**config.mk**
```make
export PLATFORM = sky130hd
export DESIGN_NAME = bj_hand
export DESIGN_NICKNAME = d
export VERILOG_FILES = /design/src/rtl/bj_hand.sv
export SDC_FILE = /design/constraint.sdc
export NUM_CORES = 1
export LEC_CHECK = 0
export ABC_CLOCK_PERIOD_IN_PS = 3400
export BUFFER_PORTS_ARGS = -buffer_cell sky130_fd_sc_hd__buf_2
export CORE_ASPECT_RATIO = 0.6
export CORE_UTILIZATION = 38
export DETAILED_ROUTE_END_ITERATION = 16
export PLACE_DENSITY = 0.69
export SLEW_MARGIN = 20
export SYNTH_ARGS = -nofsm -noshare
export SYNTH_HDL_FRONTEND = slang
export SYNTH_SLANG_ARGS = --single-unit
```
**constraint.sdc**
```tcl
create_clock -name clk_i -period 3.4 [get_ports clk_i]
set_input_delay 0.34 -clock clk_i [delete_from_list [all_inputs] [get_ports clk_i]]
set_output_delay 0.34 -clock clk_i [all_outputs]
set_load 0.02 [all_outputs]
```
**src/rtl/bj_hand.sv**
```systemverilog
// Blackjack hand accumulator: pulls cards from the card generator, keeps the
// soft-ace adjusted total and sequences the deal, hit/stand or dealer draw.
module bj_hand #(
  parameter bit          DEALER_MODE = 1'b0,
  parameter int unsigned HIT_LIMIT   = 17,
  parameter int unsigned MAX_CARDS   = 8
) (
  input  logic       clk_i,
  input  logic       res_n_i,
  input  logic       start_i,
  input  logic       hit_i,
  input  logic       stand_i,
  input  logic [3:0] card_i,
  output logic       enc_o,
  output logic [4:0] score_o,
  output logic [3:0] ncards_o,
  output logic [3:0] last_card_o,
  output logic       soft_o,
  output logic       ready_o,
  output logic       bust_o,
  output logic       bj_o,
  output logic       done_o
);

  localparam int unsigned SW = 5;
  localparam int unsigned NW = 4;
  localparam int unsigned CW = 4;

  typedef enum logic [2:0] {
    S_IDLE,
    S_DRAW,
    S_ADJ,
    S_WAIT,
    S_FIN
  } state_e;

  state_e          state_q, state_d;
  logic [SW-1:0]   score_q, score_d;
  logic [NW-1:0]   ncards_q, ncards_d;
  logic [CW-1:0]   last_q, last_d;
  logic [NW-1:0]   aces_q, aces_d;
  logic            soft_q, soft_d;
  logic            ready_q, ready_d;
  logic            bust_q, bust_d;
  logic            bj_q, bj_d;
  logic            done_q, done_d;

  logic [CW-1:0]   card_v;
  logic            do_adj;
  logic [SW-1:0]   adj_score;

  // Face codes 12..15 count as 10; one soft ace is demoted when over 21.
  assign card_v    = (card_i > CW'(11)) ? CW'(10) : card_i;
  assign do_adj    = (score_q > SW'(21)) && (aces_q != '0);
  assign adj_score = do_adj ? (score_q - SW'(10)) : score_q;

  assign enc_o = (state_q == S_DRAW) && res_n_i && (card_i != '0);

  always_comb begin
    state_d  = state_q;
    score_d  = score_q;
    ncards_d = ncards_q;
    last_d   = last_q;
    aces_d   = aces_q;
    bust_d   = bust_q;
    bj_d     = bj_q;

    case (state_q)
      S_IDLE: ;
      S_DRAW: begin
        if (card_i != '0) begin
          score_d  = score_q + SW'(card_v);
          ncards_d = ncards_q + NW'(1);
          last_d   = card_v;
          if (card_v == CW'(11)) aces_d = aces_q + NW'(1);
          state_d  = S_ADJ;
        end
      end
      S_ADJ: begin
        score_d = adj_score;
        if (do_adj) aces_d = aces_q - NW'(1);
        if (adj_score > SW'(21)) begin
          bust_d  = 1'b1;
          state_d = S_FIN;
        end else if (adj_score == SW'(21)) begin
          if (ncards_q == NW'(2)) bj_d = 1'b1;
          state_d = S_FIN;
        end else if (ncards_q == NW'(MAX_CARDS)) begin
          state_d = S_FIN;
        end else if (ncards_q < NW'(2)) begin
          state_d = S_DRAW;
        end else begin
          state_d = S_WAIT;
        end
      end
      S_WAIT: begin
        if (DEALER_MODE) begin
          state_d = (score_q < SW'(HIT_LIMIT)) ? S_DRAW : S_FIN;
        end else if (stand_i) begin
          state_d = S_FIN;
        end else if (hit_i) begin
          state_d = S_DRAW;
        end
      end
      S_FIN: ;
      default: state_d = S_IDLE;
    endcase

    // A new hand pre-empts whatever is in progress.
    if (start_i) begin
      state_d  = S_DRAW;
      score_d  = '0;
      ncards_d = '0;
      last_d   = '0;
      aces_d   = '0;
      bust_d   = 1'b0;
      bj_d     = 1'b0;
    end

    soft_d  = (aces_d != '0);
    ready_d = (state_d == S_WAIT) && !DEALER_MODE;
    done_d  = (state_d == S_FIN);
  end

  always_ff @(posedge clk_i) begin
    if (!res_n_i) begin
      state_q  <= S_IDLE;
      score_q  <= '0;
      ncards_q <= '0;
      last_q   <= '0;
      aces_q   <= '0;
      soft_q   <= 1'b0;
      ready_q  <= 1'b0;
      bust_q   <= 1'b0;
      bj_q     <= 1'b0;
      done_q   <= 1'b0;
    end else begin
      state_q  <= state_d;
      score_q  <= score_d;
      ncards_q <= ncards_d;
      last_q   <= last_d;
      aces_q   <= aces_d;
      soft_q   <= soft_d;
      ready_q  <= ready_d;
      bust_q   <= bust_d;
      bj_q     <= bj_d;
      done_q   <= done_d;
    end
  end

  assign score_o     = score_q;
  assign ncards_o    = ncards_q;
  assign last_card_o = last_q;
  assign soft_o      = soft_q;
  assign ready_o     = ready_q;
  assign bust_o      = bust_q;
  assign bj_o        = bj_q;
  assign done_o      = done_q;

endmodule

```
==> results.yml <==
yosys:
  ys_ff_latch: 25
  yosysUniqueCellTypes: 49
  synthSimpleGateAreaFrac_pct: 25.7
  synth-edff-count: 0
  ys_top_cells_by_area: "dfxtp_1 32%, ha_1 9.7%, nor2_1 6.1%, a21oi_1 4.8%, nand2_1 4.4%"
  synth_top_family_by_area: "simple AND/OR/NAND/NOR gates"
  seq_area_frac_synth_pct: 32.3
  synth-async-reset-ratio_pct: 0
  synth_compound_area_share_pct: 19.3
  synth.avg_cell_area_um2: 8.20
  synthFlopType: "dfxtp_1"
  synth_nets: 211
  yosysTopAreaCellShare_pct: 32.3
  synth_xor_area_share_pct: 5.09
  synthAdderAreaFrac_pct: 11.0
  yosysWarningCount: 0
  yosys.area.top_type: "dfxtp_1"
  syn-cell-area_mm2: 0.00155
  synthMuxAreaShare_pct: 1.94
  syn_inst: 189
power:
  power.internal_uw: 410
  power_leakage_nw: 0.748
  seq_power_share_pct: 54.3
  p_comb_share_pct: 13.5
  irDropWorstVdd_mv: 0.194
  power.switching_uw: 155
  p_sw_share_pct: 27.4
  power_uw: 565
  powerDensity_mw_per_mm2: 319
  clock_power_share_pct: 32.2
critical_path:
  cp_common_cell: "a211oi_1"
  crit_type: "reg -> reg"
  worst_path_dominant_cell_family: "compound AO/OA/AOI/OAI gates"
  cp_max_fo: 12
  cp_slowest_cell: "dfxtp_1"
  end_kind: "flip-flop"
  crit_path_max_incr_delay_ns: 0.60
  path_buf_inv: 1
  worstPathCellList: "inv_1, ha_1, a211oi_1, nor4_4, mux2i_1, a211oi_1, o21a_1, o31ai_1"
  worstPathArrival_ns: 2.85
  startpoint_type: "flip-flop"
  cp_data_required_time_ns: 3.56
floorplanning:
  ios: 28
  coreArea_mm2: 0.00379
  die_area_mm2: 0.00434
  die-height_um: 51.5
  die_w_um: 84.4
  rows: 17
  initial_utilization_pct: 40.9
final_layout:
  antenna_cells: 0
  multi_input_area_um2: 976
  num-nets-final: 238
  nFillCells: 378
  synthToLayoutAreaGrowth_pct: 14.4
  drive_gt1_share_pct: 15.8
  seq_area_um2: 500
grt:
  grt_pass1_vias: 1230
  grt_max_degree: 18
  grt_antenna_before_repair: 0
  track_usage_pct: 19.3
  grt_pass1_wl_um: 6380
  grt_overflow: 0
worst_hold_path:
  hp-class: "in -> reg"
cts:
  hold_buffers: 0
  post_cts_resized: 0
  post_cts_buffers: 0
  path_clk_slew_ns: 0.09
  clk_path_buf_depth: 2
  cts_root_buf: "clkbuf_8"
  cts_tree: "done"
  cts_made_buffers: 3
  clock_latency_ns: 0.27
  cts.sinks: 25
  htreeDepth: 1
placement:
  gp_congestion: 0.825
  io_buffers: 27
  dp_hpwl_um: 2860
routing:
  wirelength_met1_um: 2090
  wl_met3_um: 220
  drt-vias-per-instance: 5.39
  top_layer: "met4"
  antenna_left: 0
  wl_met2_um: 1490
  drt_iter0_drc: 250
  wl_um: 3810
  first_pass_iters: 10
  vias: 1411
  wl_per_cell_um: 14.5
  drc_errors: 4
run:
  maxCapViolations: 0
sta:
  skew_ns: 0.00329
  worst_slew_pin_slew_ns: 0.733
  hold_viol: 0
  finalCritPeriodShare_pct: 79.1
  setup-tns-final_ns: 0
  fmax_ghz: 0.372
  slew_viol_final: 0
  rsz0062_at_grt: "false"
  finalSetupViolCount: 0
  slew_headroom_pct: 51.0
  min_period_ns: 2.69
status:
  violations: "DRC"
  outcome: "complete, but fails checks"
==> metrics by stage <==
stage	cell area [um^2]	setup WS (ns)	hold WS, ns	utilization, %	std cells
2_1_floorplan	1550	0.867	0.515	-	189
3_3_place_gp	1730	0.852	0.447	45.6	258
3_5_place_dp	1730	0.735	0.450	45.6	258
4_1_cts	1770	0.726	0.362	46.8	262
5_1_grt	1770	0.461	0.382	46.8	262
6_report	1770	0.711	0.366	46.8	262
==> final timing paths <==
path / end / slack, ns / cells after the start / start
setup reg to reg: ready_o / 0.71 / 8 / score_o[1]
setup / recovery: ready_o / 0.71 / 8 / score_o[1]
hold reg to reg: last_card_o[3] / 0.46 / 2 / last_card_o[3]
hold / removal: state_q[0] / 0.37 / 3 / res_n_i
==> metal layers <==
| metal | global-route usage [%] | vias to the layer above |
|---|---|---|
| met5 | 0 | - |
| met4 | 3.39 | 0 |
| met3 | 5.01 | 4 |
| met2 | 25.5 | 36 |
| met1 | 30.4 | 645 |
| li1 | - | 726 |
==> state kept, by name, indices dropped and copies added (netlist names) <==
name	cells
aces_q	4
bj_o	1
bust_o	1
done_o	1
last_card_o	4
ncards_o	4
ready_o	1
score_o	5
soft_o	1
state_q	3
==> cell usage after synthesis (2+ instances only) <==
master,instances
clkbuf_1,4
nor2b_1,4
xnor2_1,3
o2111ai_1,2
xor2_1,6
nand3_1,6
and2_1,3
nor4_1,3
dfxtp_1,25
nand2_1,18
a21o_1,3
mux2i_1,3
a211oi_1,3
nor2_1,25
a21oi_1,15
o21ai_0,5
nand2b_1,3
a31oi_1,2
inv_1,11
nor3_1,3
ha_1,12
o31ai_1,3
==> cell usage in the layout, fill, tap and decap left out, types with 5 or more instances in the layout <==
master / synthesis / routed
buf_2: 0 / 27
nor2_1: 25 / 25
dfxtp_1: 25 / 25
nand2_1: 18 / 18
a21oi_1: 15 / 15
ha_1: 12 / 12
inv_1: 11 / 11
xor2_1: 6 / 6
nand3_1: 6 / 6
o21ai_0: 5 / 5
==> cell type report <==
class | instances | area share [%]
multi-input combinational | 146 | 55.1
inverter | 11 | 2.33
clock buffer | 4 | 2.54
tap | 47 | 3.32
sequential | 25 | 28.2
timing repair buffer | 29 | 8.47
==> kinds of logic after synthesis <==
group,Yosys count
buf+inv,18
compound gates,45
mux,3
xor+xnor,9
fa+ha+maj,13
flops,25
simple gates,76
==> worst register-to-register path, cell delays in order (launching register included) <==
cell      delay, ns
dfxtp_1        0.60
inv_1          0.17
ha_1           0.25
a211oi_1       0.37
nor4_4         0.13
mux2i_1        0.15
a211oi_1       0.59
o21a_1         0.25
o31ai_1        0.07
==> power groups by stage <==
| stage | combinational (mW) | sequential (mW) | clock (mW) |
|---|---|---|---|
| 2_1_floorplan | 0.0496 | 0.315 | 0 |
| 3_5_place_dp | 0.0751 | 0.313 | 0 |
| 6_report | 0.0761 | 0.307 | 0.182 |
| 5_1_grt | 0.0848 | 0.308 | 0.201 |
| 4_1_cts | 0.0756 | 0.307 | 0.182 |
| 3_3_place_gp | 0.0739 | 0.313 | 0 |
(Power assumes the default switching activity.)
